**src/rtl/riscv_ctrl_pkg.sv**
```systemverilog
// ============================================================================
// riscv_ctrl_pkg: states, opcodes and datapath select encodings for the RV32 core
// Revision: 1.0
// ============================================================================
`default_nettype none

package riscv_ctrl_pkg;

   typedef enum logic [3:0] {
      S_START   = 4'd0,
      S_FETCH   = 4'd1,
      S_DECODE  = 4'd2,
      S_MEM_ADR = 4'd3,
      S_MEM_RD  = 4'd4,
      S_MEM_WB  = 4'd5,
      S_MEM_WR  = 4'd6,
      S_EXEC_R  = 4'd7,
      S_EXEC_I  = 4'd8,
      S_ALU_WB  = 4'd9,
      S_BEQ     = 4'd10
   } state_e;

   localparam logic [6:0] OPC_R      = 7'b0110011;
   localparam logic [6:0] OPC_LOAD   = 7'b0000011;
   localparam logic [6:0] OPC_STORE  = 7'b0100011;
   localparam logic [6:0] OPC_BRANCH = 7'b1100011;
   localparam logic [6:0] OPC_IMM    = 7'b0010011;

   localparam logic [1:0] ALUOP_ADD   = 2'b00;
   localparam logic [1:0] ALUOP_SUB   = 2'b01;
   localparam logic [1:0] ALUOP_FUNCT = 2'b10;

   localparam logic [1:0] SRCA_PC    = 2'b00;
   localparam logic [1:0] SRCA_OLDPC = 2'b01;
   localparam logic [1:0] SRCA_RS1   = 2'b10;

   localparam logic [1:0] SRCB_RS2  = 2'b00;
   localparam logic [1:0] SRCB_IMM  = 2'b01;
   localparam logic [1:0] SRCB_FOUR = 2'b10;

   localparam logic [1:0] RES_ALUOUT  = 2'b00;
   localparam logic [1:0] RES_MEMDATA = 2'b01;
   localparam logic [1:0] RES_ALU     = 2'b10;

   // An instruction retires on the edge that returns the FSM to FETCH.
   function automatic logic is_retire(input state_e st, input logic ready);
      return (st == S_MEM_WB) || (st == S_ALU_WB) || (st == S_BEQ) ||
             ((st == S_MEM_WR) && ready);
   endfunction

endpackage

`default_nettype wire

```
**src/rtl/ctrl_perf_cnt.sv**
```systemverilog
// ============================================================================
// ctrl_perf_cnt: free-running cycle counter and retired-instruction counter
// Revision: 1.0
// ============================================================================
`default_nettype none

module ctrl_perf_cnt #(
   parameter int CNT_W = 32
) (
   input  logic             clk,
   input  logic             reset,
   input  logic             count_en,
   input  logic             retire,
   output logic [CNT_W-1:0] cycle_cnt,
   output logic [CNT_W-1:0] instr_cnt
);

   always_ff @(posedge clk or posedge reset) begin
      if (reset) begin
         cycle_cnt <= '0;
         instr_cnt <= '0;
      end else begin
         if (count_en) cycle_cnt <= cycle_cnt + CNT_W'(1);
         if (retire)   instr_cnt <= instr_cnt + CNT_W'(1);
      end
   end

endmodule

`default_nettype wire

```
**src/rtl/multicycle_ctrl_fsm.sv**
```systemverilog
// ============================================================================
// multicycle_ctrl_fsm: main control FSM of the multicycle RV32 core
// Optional perf counters under macro CTRL_PERF_CNT_EN. Revision: 1.0
// ============================================================================
`default_nettype none

module multicycle_ctrl_fsm
   import riscv_ctrl_pkg::*;
#(
   parameter int CNT_W = 32
) (
   input  logic             clk,
   input  logic             reset,
   input  logic [6:0]       opcode,
   input  logic             zero,
   input  logic             mem_ready,
   output logic             mem_req,
   output logic             mem_we,
   output logic             adr_src,
   output logic             ir_write,
   output logic             pc_write,
   output logic             branch,
   output logic             reg_write,
   output logic [1:0]       alu_op,
   output logic [1:0]       alu_src_a,
   output logic [1:0]       alu_src_b,
   output logic [1:0]       result_src,
   output logic             illegal
`ifdef CTRL_PERF_CNT_EN
   ,
   output logic [CNT_W-1:0] cycle_cnt,
   output logic [CNT_W-1:0] instr_cnt
`endif
);

   state_e state;
   state_e state_nxt;

   always_ff @(posedge clk or posedge reset) begin
      if (reset) state <= S_START;
      else       state <= state_nxt;
   end

   always_comb begin
      state_nxt  = state;
      mem_req    = 1'b0;
      mem_we     = 1'b0;
      adr_src    = 1'b0;
      ir_write   = 1'b0;
      pc_write   = 1'b0;
      branch     = 1'b0;
      reg_write  = 1'b0;
      alu_op     = ALUOP_ADD;
      alu_src_a  = SRCA_PC;
      alu_src_b  = SRCB_RS2;
      result_src = RES_ALUOUT;
      illegal    = 1'b0;

      case (state)
         S_START: state_nxt = S_FETCH;

         S_FETCH: begin
            mem_req    = 1'b1;
            alu_src_b  = SRCB_FOUR;
            result_src = RES_ALU;
            if (mem_ready) begin
               ir_write  = 1'b1;
               pc_write  = 1'b1;
               state_nxt = S_DECODE;
            end
         end

         // The shared ALU precomputes the branch target into ALUOut here.
         S_DECODE: begin
            alu_src_a = SRCA_OLDPC;
            alu_src_b = SRCB_IMM;
            case (opcode)
               OPC_R:                state_nxt = S_EXEC_R;
               OPC_LOAD, OPC_STORE:  state_nxt = S_MEM_ADR;
               OPC_BRANCH:           state_nxt = S_BEQ;
               OPC_IMM:              state_nxt = S_EXEC_I;
               default: begin
                  illegal   = 1'b1;
                  state_nxt = S_FETCH;
               end
            endcase
         end

         S_MEM_ADR: begin
            alu_src_a = SRCA_RS1;
            alu_src_b = SRCB_IMM;
            state_nxt = (opcode == OPC_STORE) ? S_MEM_WR : S_MEM_RD;
         end

         S_MEM_RD: begin
            mem_req = 1'b1;
            adr_src = 1'b1;
            if (mem_ready) state_nxt = S_MEM_WB;
         end

         S_MEM_WB: begin
            reg_write  = 1'b1;
            result_src = RES_MEMDATA;
            state_nxt  = S_FETCH;
         end

         S_MEM_WR: begin
            mem_req = 1'b1;
            mem_we  = 1'b1;
            adr_src = 1'b1;
            if (mem_ready) state_nxt = S_FETCH;
         end

         S_EXEC_R: begin
            alu_src_a = SRCA_RS1;
            alu_src_b = SRCB_RS2;
            alu_op    = ALUOP_FUNCT;
            state_nxt = S_ALU_WB;
         end

         S_EXEC_I: begin
            alu_src_a = SRCA_RS1;
            alu_src_b = SRCB_IMM;
            alu_op    = ALUOP_FUNCT;
            state_nxt = S_ALU_WB;
         end

         S_ALU_WB: begin
            reg_write  = 1'b1;
            result_src = RES_ALUOUT;
            state_nxt  = S_FETCH;
         end

         // The PC takes ALUOut only when the datapath sees zero set.
         S_BEQ: begin
            alu_src_a  = SRCA_RS1;
            alu_src_b  = SRCB_RS2;
            alu_op     = ALUOP_SUB;
            branch     = 1'b1;
            result_src = RES_ALUOUT;
            state_nxt  = S_FETCH;
         end

         default: state_nxt = S_START;
      endcase
   end

   // zero gates branch in the datapath, not here.
   logic unused_zero;
   assign unused_zero = zero;

`ifdef CTRL_PERF_CNT_EN
   ctrl_perf_cnt #(
      .CNT_W (CNT_W)
   ) u_perf_cnt (
      .clk       (clk),
      .reset     (reset),
      .count_en  (state != S_START),
      .retire    (is_retire(state, mem_ready)),
      .cycle_cnt (cycle_cnt),
      .instr_cnt (instr_cnt)
   );
`else
   logic unused_cnt_w;
   assign unused_cnt_w = (CNT_W > 0);
`endif

endmodule

`default_nettype wire
```
**config.mk**
```make
export PLATFORM = sky130hd
export DESIGN_NAME = multicycle_ctrl_fsm
export DESIGN_NICKNAME = d
export VERILOG_FILES = /design/src/rtl/riscv_ctrl_pkg.sv /design/src/rtl/ctrl_perf_cnt.sv /design/src/rtl/multicycle_ctrl_fsm.sv
export SDC_FILE = /design/constraint.sdc
export NUM_CORES = 1
export LEC_CHECK = 0
export CAP_MARGIN = 5
export CORE_MARGIN = 2
export CORE_UTILIZATION = 25
export CTS_CLUSTER_DIAMETER = 150
export DETAILED_ROUTE_END_ITERATION = 10
export HOLD_SLACK_MARGIN = 0.15
export PLACE_DENSITY = 0.64
export SLEW_MARGIN = 0
export SYNTH_ARGS = -nofsm -noshare
export SYNTH_HDL_FRONTEND = slang
export SYNTH_HIERARCHICAL = 1
export SYNTH_SLANG_ARGS = --single-unit
```
**constraint.sdc**
```tcl
create_clock -name clk -period 1.3 [get_ports clk]
set_input_delay 0.26 -clock clk [delete_from_list [all_inputs] [get_ports clk]]
set_output_delay 0.26 -clock clk [all_outputs]
set_load 0.03 [all_outputs]
```
# Yosys cells after proc, flatten, opt, wreduce, memory -nomap -nowiden
# Index checks and enable logic that the tools add are counted.
# Widths: inputs -> output; s select.
totals:
  output_inout_bits: 16
  inputBits: 11
  elab_cells: 49
  regBits: 4
op_classes:
  n_reduce_logical: 11
  muxes: 19
  n_eq_ne: 18
op_table:
  columns: ["op", "n"]
  rows:
  - ["$pmux 4 s7", 1]
  - ["$eq 4x3->1 const B", 4]
  - ["$pmux 2 s2", 4]
  - ["$pmux 4 s4", 1]
  - ["$eq 7x6->1 const B", 2]
  - ["$eq 4x4->1 const B", 3]
  - ["$mux 4", 3]
  - ["$mux 1", 9]
  - ["$eq 4x2->1 const B", 2]
  - ["$reduce_or 2->1", 4]
  - ["$reduce_or 4->1", 2]
  - ["$eq 7x2->1 const B", 1]
  - ["$eq 7x5->1 const B", 1]
  - ["$eq 7x7->1 const B", 1]
  - ["$ne 2x2->1 const B", 3]
  - ["$reduce_or 3->1", 2]
  - ["$reduce_or 5->1", 1]
  - ["$eq 4x1->1 const B", 1]
  - ["$logic_not 4->1", 1]
  - ["$reduce_and 3->1", 1]
  - ["$mux 2", 1]

# Longest topological paths before layout
# Gate-level depths: netlist of the first run.
depth:
  depth_word: 4
  mapped_depth: 5
  depth_no_buf: 4

# Worst setup path before layout of the first run
# OpenSTA, ideal clock, no wires.
synth_path:
  path_type: "reg-to-output"
  from: "reg state[2]"
  to: "out pc_write"
  n_path_buf: 1
  stages_incl_launch_ff: 5
  slack_ps: -738
  arrival_ps: 1778
  cell_sequence: "dfrtp_1 > or2_1 > nor2_1 > and2_1 > buf_4"
synth_via:
  elab_chain_len: 2
synth_rtl:
  columns: ["item", "line_no", "source"]
  rows:
  - ["start: declaration", "multicycle_ctrl_fsm.sv:36", "state_e state;"]
  - ["start signal: assignment", "multicycle_ctrl_fsm.sv:41", "else state <= state_nxt;"]
  - ["$eq 4x1->1", null, null]
  - ["$mux 1", null, null]
  - ["end: declaration", "multicycle_ctrl_fsm.sv:21", "output logic pc_write,"]
# Every way passes these cells.

# Worst setup path after layout of the first run
layout_path:
  from: "reg state[3]"
  to: "out alu_op[1]"
layout_via:
  elab_chain_len: 3
layout_rtl:
  columns: ["item", "line_no", "source"]
  rows:
  - ["$eq 4x4->1 or $eq 4x3->1 (tied branches)", "multicycle_ctrl_fsm.sv:59", "case (state)"]
  - ["$reduce_or 2->1 (no source line)", null, null]
  - ["$pmux 2 s2 *", "multicycle_ctrl_fsm.sv:59", null]
  - ["end: declaration", "multicycle_ctrl_fsm.sv:24", "output logic [1:0] alu_op,"]
# Mark *: on every way between the ends. The rest lies on a longest branch, timed or not.

==> flow_summary_export.csv, run 1 <==
group,metric,value,unit
route,drtIter0Drc,4,
sta,rsz0062_at_grt,"true",
route,ant_nets,0,
placed_design,gp_congestion,0.779,
sta,hold_ws,218,ps
critical_path,worst_setup_path_start_kind,"register",
finish,postLayoutCellArea,0.00127,mm²
finish,largest_register_ffs,4,
cts,cts.clk_slew.worst_paths,40,ps
critical_path,worstPathArrival,1420,ps
sta,clock_skew,2.26,ps
cts,clock-root-buffer,"clkbuf_4",
outcome,status,"complete, but fails checks",
route,drc_errors,0,
global_route,grt_usage,0.191,
pwr,cell_internal_pwr,0.00164,W
critical_path,crit_buf_inv,2,
cts,cts_made_buffers,3,
sta,max-slew-margin-rel,0.822,
pwr,pwr-share-clk,0.049,
route,dr_total_vias,750,
pwr,power.density,2400,mW/mm²
route,dr.pass1.iters,3,
critical_path,path_class,"register to output pin",
critical_path,cpPeakStageDelay,390,ps
min_path,min_path_type,"primary input to async pin",
route,wl_per_cell,14.7,µm
global_route,grt_pass1_vias,785,
synthesis,yosysSeqAreaShare,0.201,
die,rows,16,
finish,area_delta_synth_final,155,%
outcome,violations,"negative setup slack",
synthesis,syn_nets,82,
finish,final_common_cell,"buf_4",
global_route,grt_overflow,0,
finish,nets,143,
die,coreArea,0.00192,mm²
die,die-height,48.7,µm
synthesis,synth_cell_types,30,
sta,hold_violations,0,
placed_design,portBuffers,25,
synthesis,syn_area,499,µm²
die,num_io_pins,27,
cts,tritoncts,"done",
finish,antennaDiodeCount,0,
cts,htreeDepth,1,
pwr,seqPwrFrac,0.098,
cts,cts_buffer_depth,2,
synthesis,syn_area_per_cell,7.03,µm²
critical_path,critPathTopFamily,"flip-flops",
cts,cts_num_sinks,4,
global_route,antenna_found_initial,0,
pwr,vdd_drop_max,1.06,mV
sta,fin_crit_sh,1.30,
pwr,switching_share,0.464,
placed_design,hpwl,1.42,mm
critical_path,end_kind,"output pin",
sta,setup_viol,20,
die,dieArea,0.00237,mm²
synthesis,synth_cells,71,
flow_run,drv_cap,0,
synthesis,ys_ff_latch,4,
global_route,grt_pass1_wl,3.47,mm
critical_path,crit_slowest_cell,"dfrtp_1",
cts,clkLatencyLatePin,230,ps
die,start_util,0.260,
cts,cts-hold-fix-buffers,0,
sta,final_max_slew_viol_count,0,
finish,top_regs,"state (4)",
pwr,comb_power_share,0.853,
finish,final_layout_size_suffix_gt1_frac,0.638,
pwr,leakagePower,0.580,nW
global_route,grt_max_degree,10,
finish,final_cell_mix,"27 x buf_4, 25 x buf_6, 6 x nand2_1, 5 x nor2_1, 5 x clkdlybuf4s50_1",
synthesis,yosys_warnings,6,
placed_design,dpl_cell_area,975,µm²
sta,max_slew.worst_pin.slew,268,ps
route,drt-total-wl,2.31,mm
sta,period_needed,1680,ps
route,routed_via_density,4.78,
sta,fmax,0.593,GHz
finish,regMostFlops,"state",
critical_path,crit_chain,"buf_6, nand2b_4, o22ai_1, buf_4",
sta,worst_slack,-385,ps
critical_path,cp_max_fo,5,
die,die_x,48.7,µm
critical_path,cp.required,1040,ps
pwr,p_switching,0.00142,W
cell type report:
cell class	count	area (µm²)
Clock buffer	3	22.5
Fill cell	163	647
Inverter	4	15.0
Multi-Input combinational cell	57	512
Sequential cell	4	103
Tap cell	27	33.8
Timing Repair Buffer	62	589
what timing repair did:
item | CTS | global route
pin swaps | 9 | 8
setup endpoints to repair | 20 | 20
gates resized for setup | 33 | 11
buffers inserted | 8 | 6
logic make-up after synthesis:
| kind of cell | Yosys count | synth area share |
|---|---|---|
| flip-flops | 4 | 0.201 |
| XOR/XNOR | 2 | 0.0351 |
| buffers and inverters | 10 | 0.105 |
| multiplexers | 2 | 0.0401 |
| AO/OA/AOI/OAI | 16 | 0.213 |
| AND/OR/NAND/NOR | 37 | 0.406 |
cells in the mapped netlist:
cell       instances  area, µm²
a21o_1             1       7.51
a21oi_1            4       20.0
a22oi_1            1       7.51
a31oi_1            1       6.26
and2_1             3       18.8
and4bb_2           1       12.5
buf_2              3       15.0
buf_4              3       22.5
dfrtp_1            4        100
inv_1              4       15.0
mux2i_1            2       20.0
nand2_1            8       30.0
nand2b_1           4       25.0
nor2_1             9       33.8
nor2_2             1       6.26
nor2b_1            1       6.26
nor3_1             3       15.0
nor3b_1            2       15.0
nor4b_2            1       15.0
o2111ai_1          1       8.76
o211a_1            1       10.0
o21ai_0            1       5.00
o21ai_1            1       5.00
o21bai_1           1       7.51
o22ai_1            2       12.5
o31ai_1            1       7.51
o32ai_1            1       8.76
or2_1              2       12.5
or3_1              2       12.5
xnor2_1            2       17.5
power by group through the flow:
stage / registers [W] / logic [W] / clock network (W)
finish: 0.000299 / 0.00261 / 0.000151
global route: 0.000304 / 0.00274 / 0.000170
CTS: 0.000286 / 0.00232 / 0.000161
detailed placement: 0.000278 / 0.00191 / 0
global placement: 0.000277 / 0.00188 / 0
floorplan: 0.000263 / 0.00125 / 0
worst register-to-register path: stages (launching register included):
cell,delay [ps]
dfrtp_1,390
buf_6,150
nand2b_4,180
buf_4,150
buf_4,130
or3_1,340
o211a_1,120
routing by layer:
layer,share of wire,vias to the layer above,track usage,wire length (µm)
li1,-,366,-,-
met1,0.37,369,0.187,864
met3,0.019,0,0.0185,43
met4,0,0,0.0714,0
met5,0,-,0,0
met2,0.61,15,0.400,1400
final timing paths:
check	endpoint	slack [ps]	start	cells after the start
max	alu_op[1]	-380	state[3]	4
min	state[1]	220	reset	2
max reg2reg	state[2]	-270	state[3]	6
min reg2reg	state[1]	760	state[1]	3
max in group asynchronous	state[0]	910	reset	2
min in group clk	state[1]	730	opcode[3]	5
stage by stage:
stage	TNS (ps)	power [W]	instances	utilization	setup slack, ps
after CTS	-4950	0.00276	152	0.612	-367
after global placement	-2570	0.00216	141	0.507	-318
after floorplan	-2030	0.00151	71	-	-275
final	-5030	0.00306	157	0.663	-385
after global routing	-6080	0.00322	157	0.663	-427
after detailed placement	-2870	0.00219	141	0.507	-339
Power figures use the tool's default switching activity.
==> run 2, diff against run 1 <==
--- a/config.mk
+++ b/config.mk
@@ -17,3 +17,4 @@
 export SYNTH_HDL_FRONTEND = slang
 export SYNTH_HIERARCHICAL = 1
 export SYNTH_SLANG_ARGS = --single-unit
+export TNS_END_PERCENT = 100
==> results of run 2 <==
The final DEF is identical to that of run 1; final timing and power are the same.
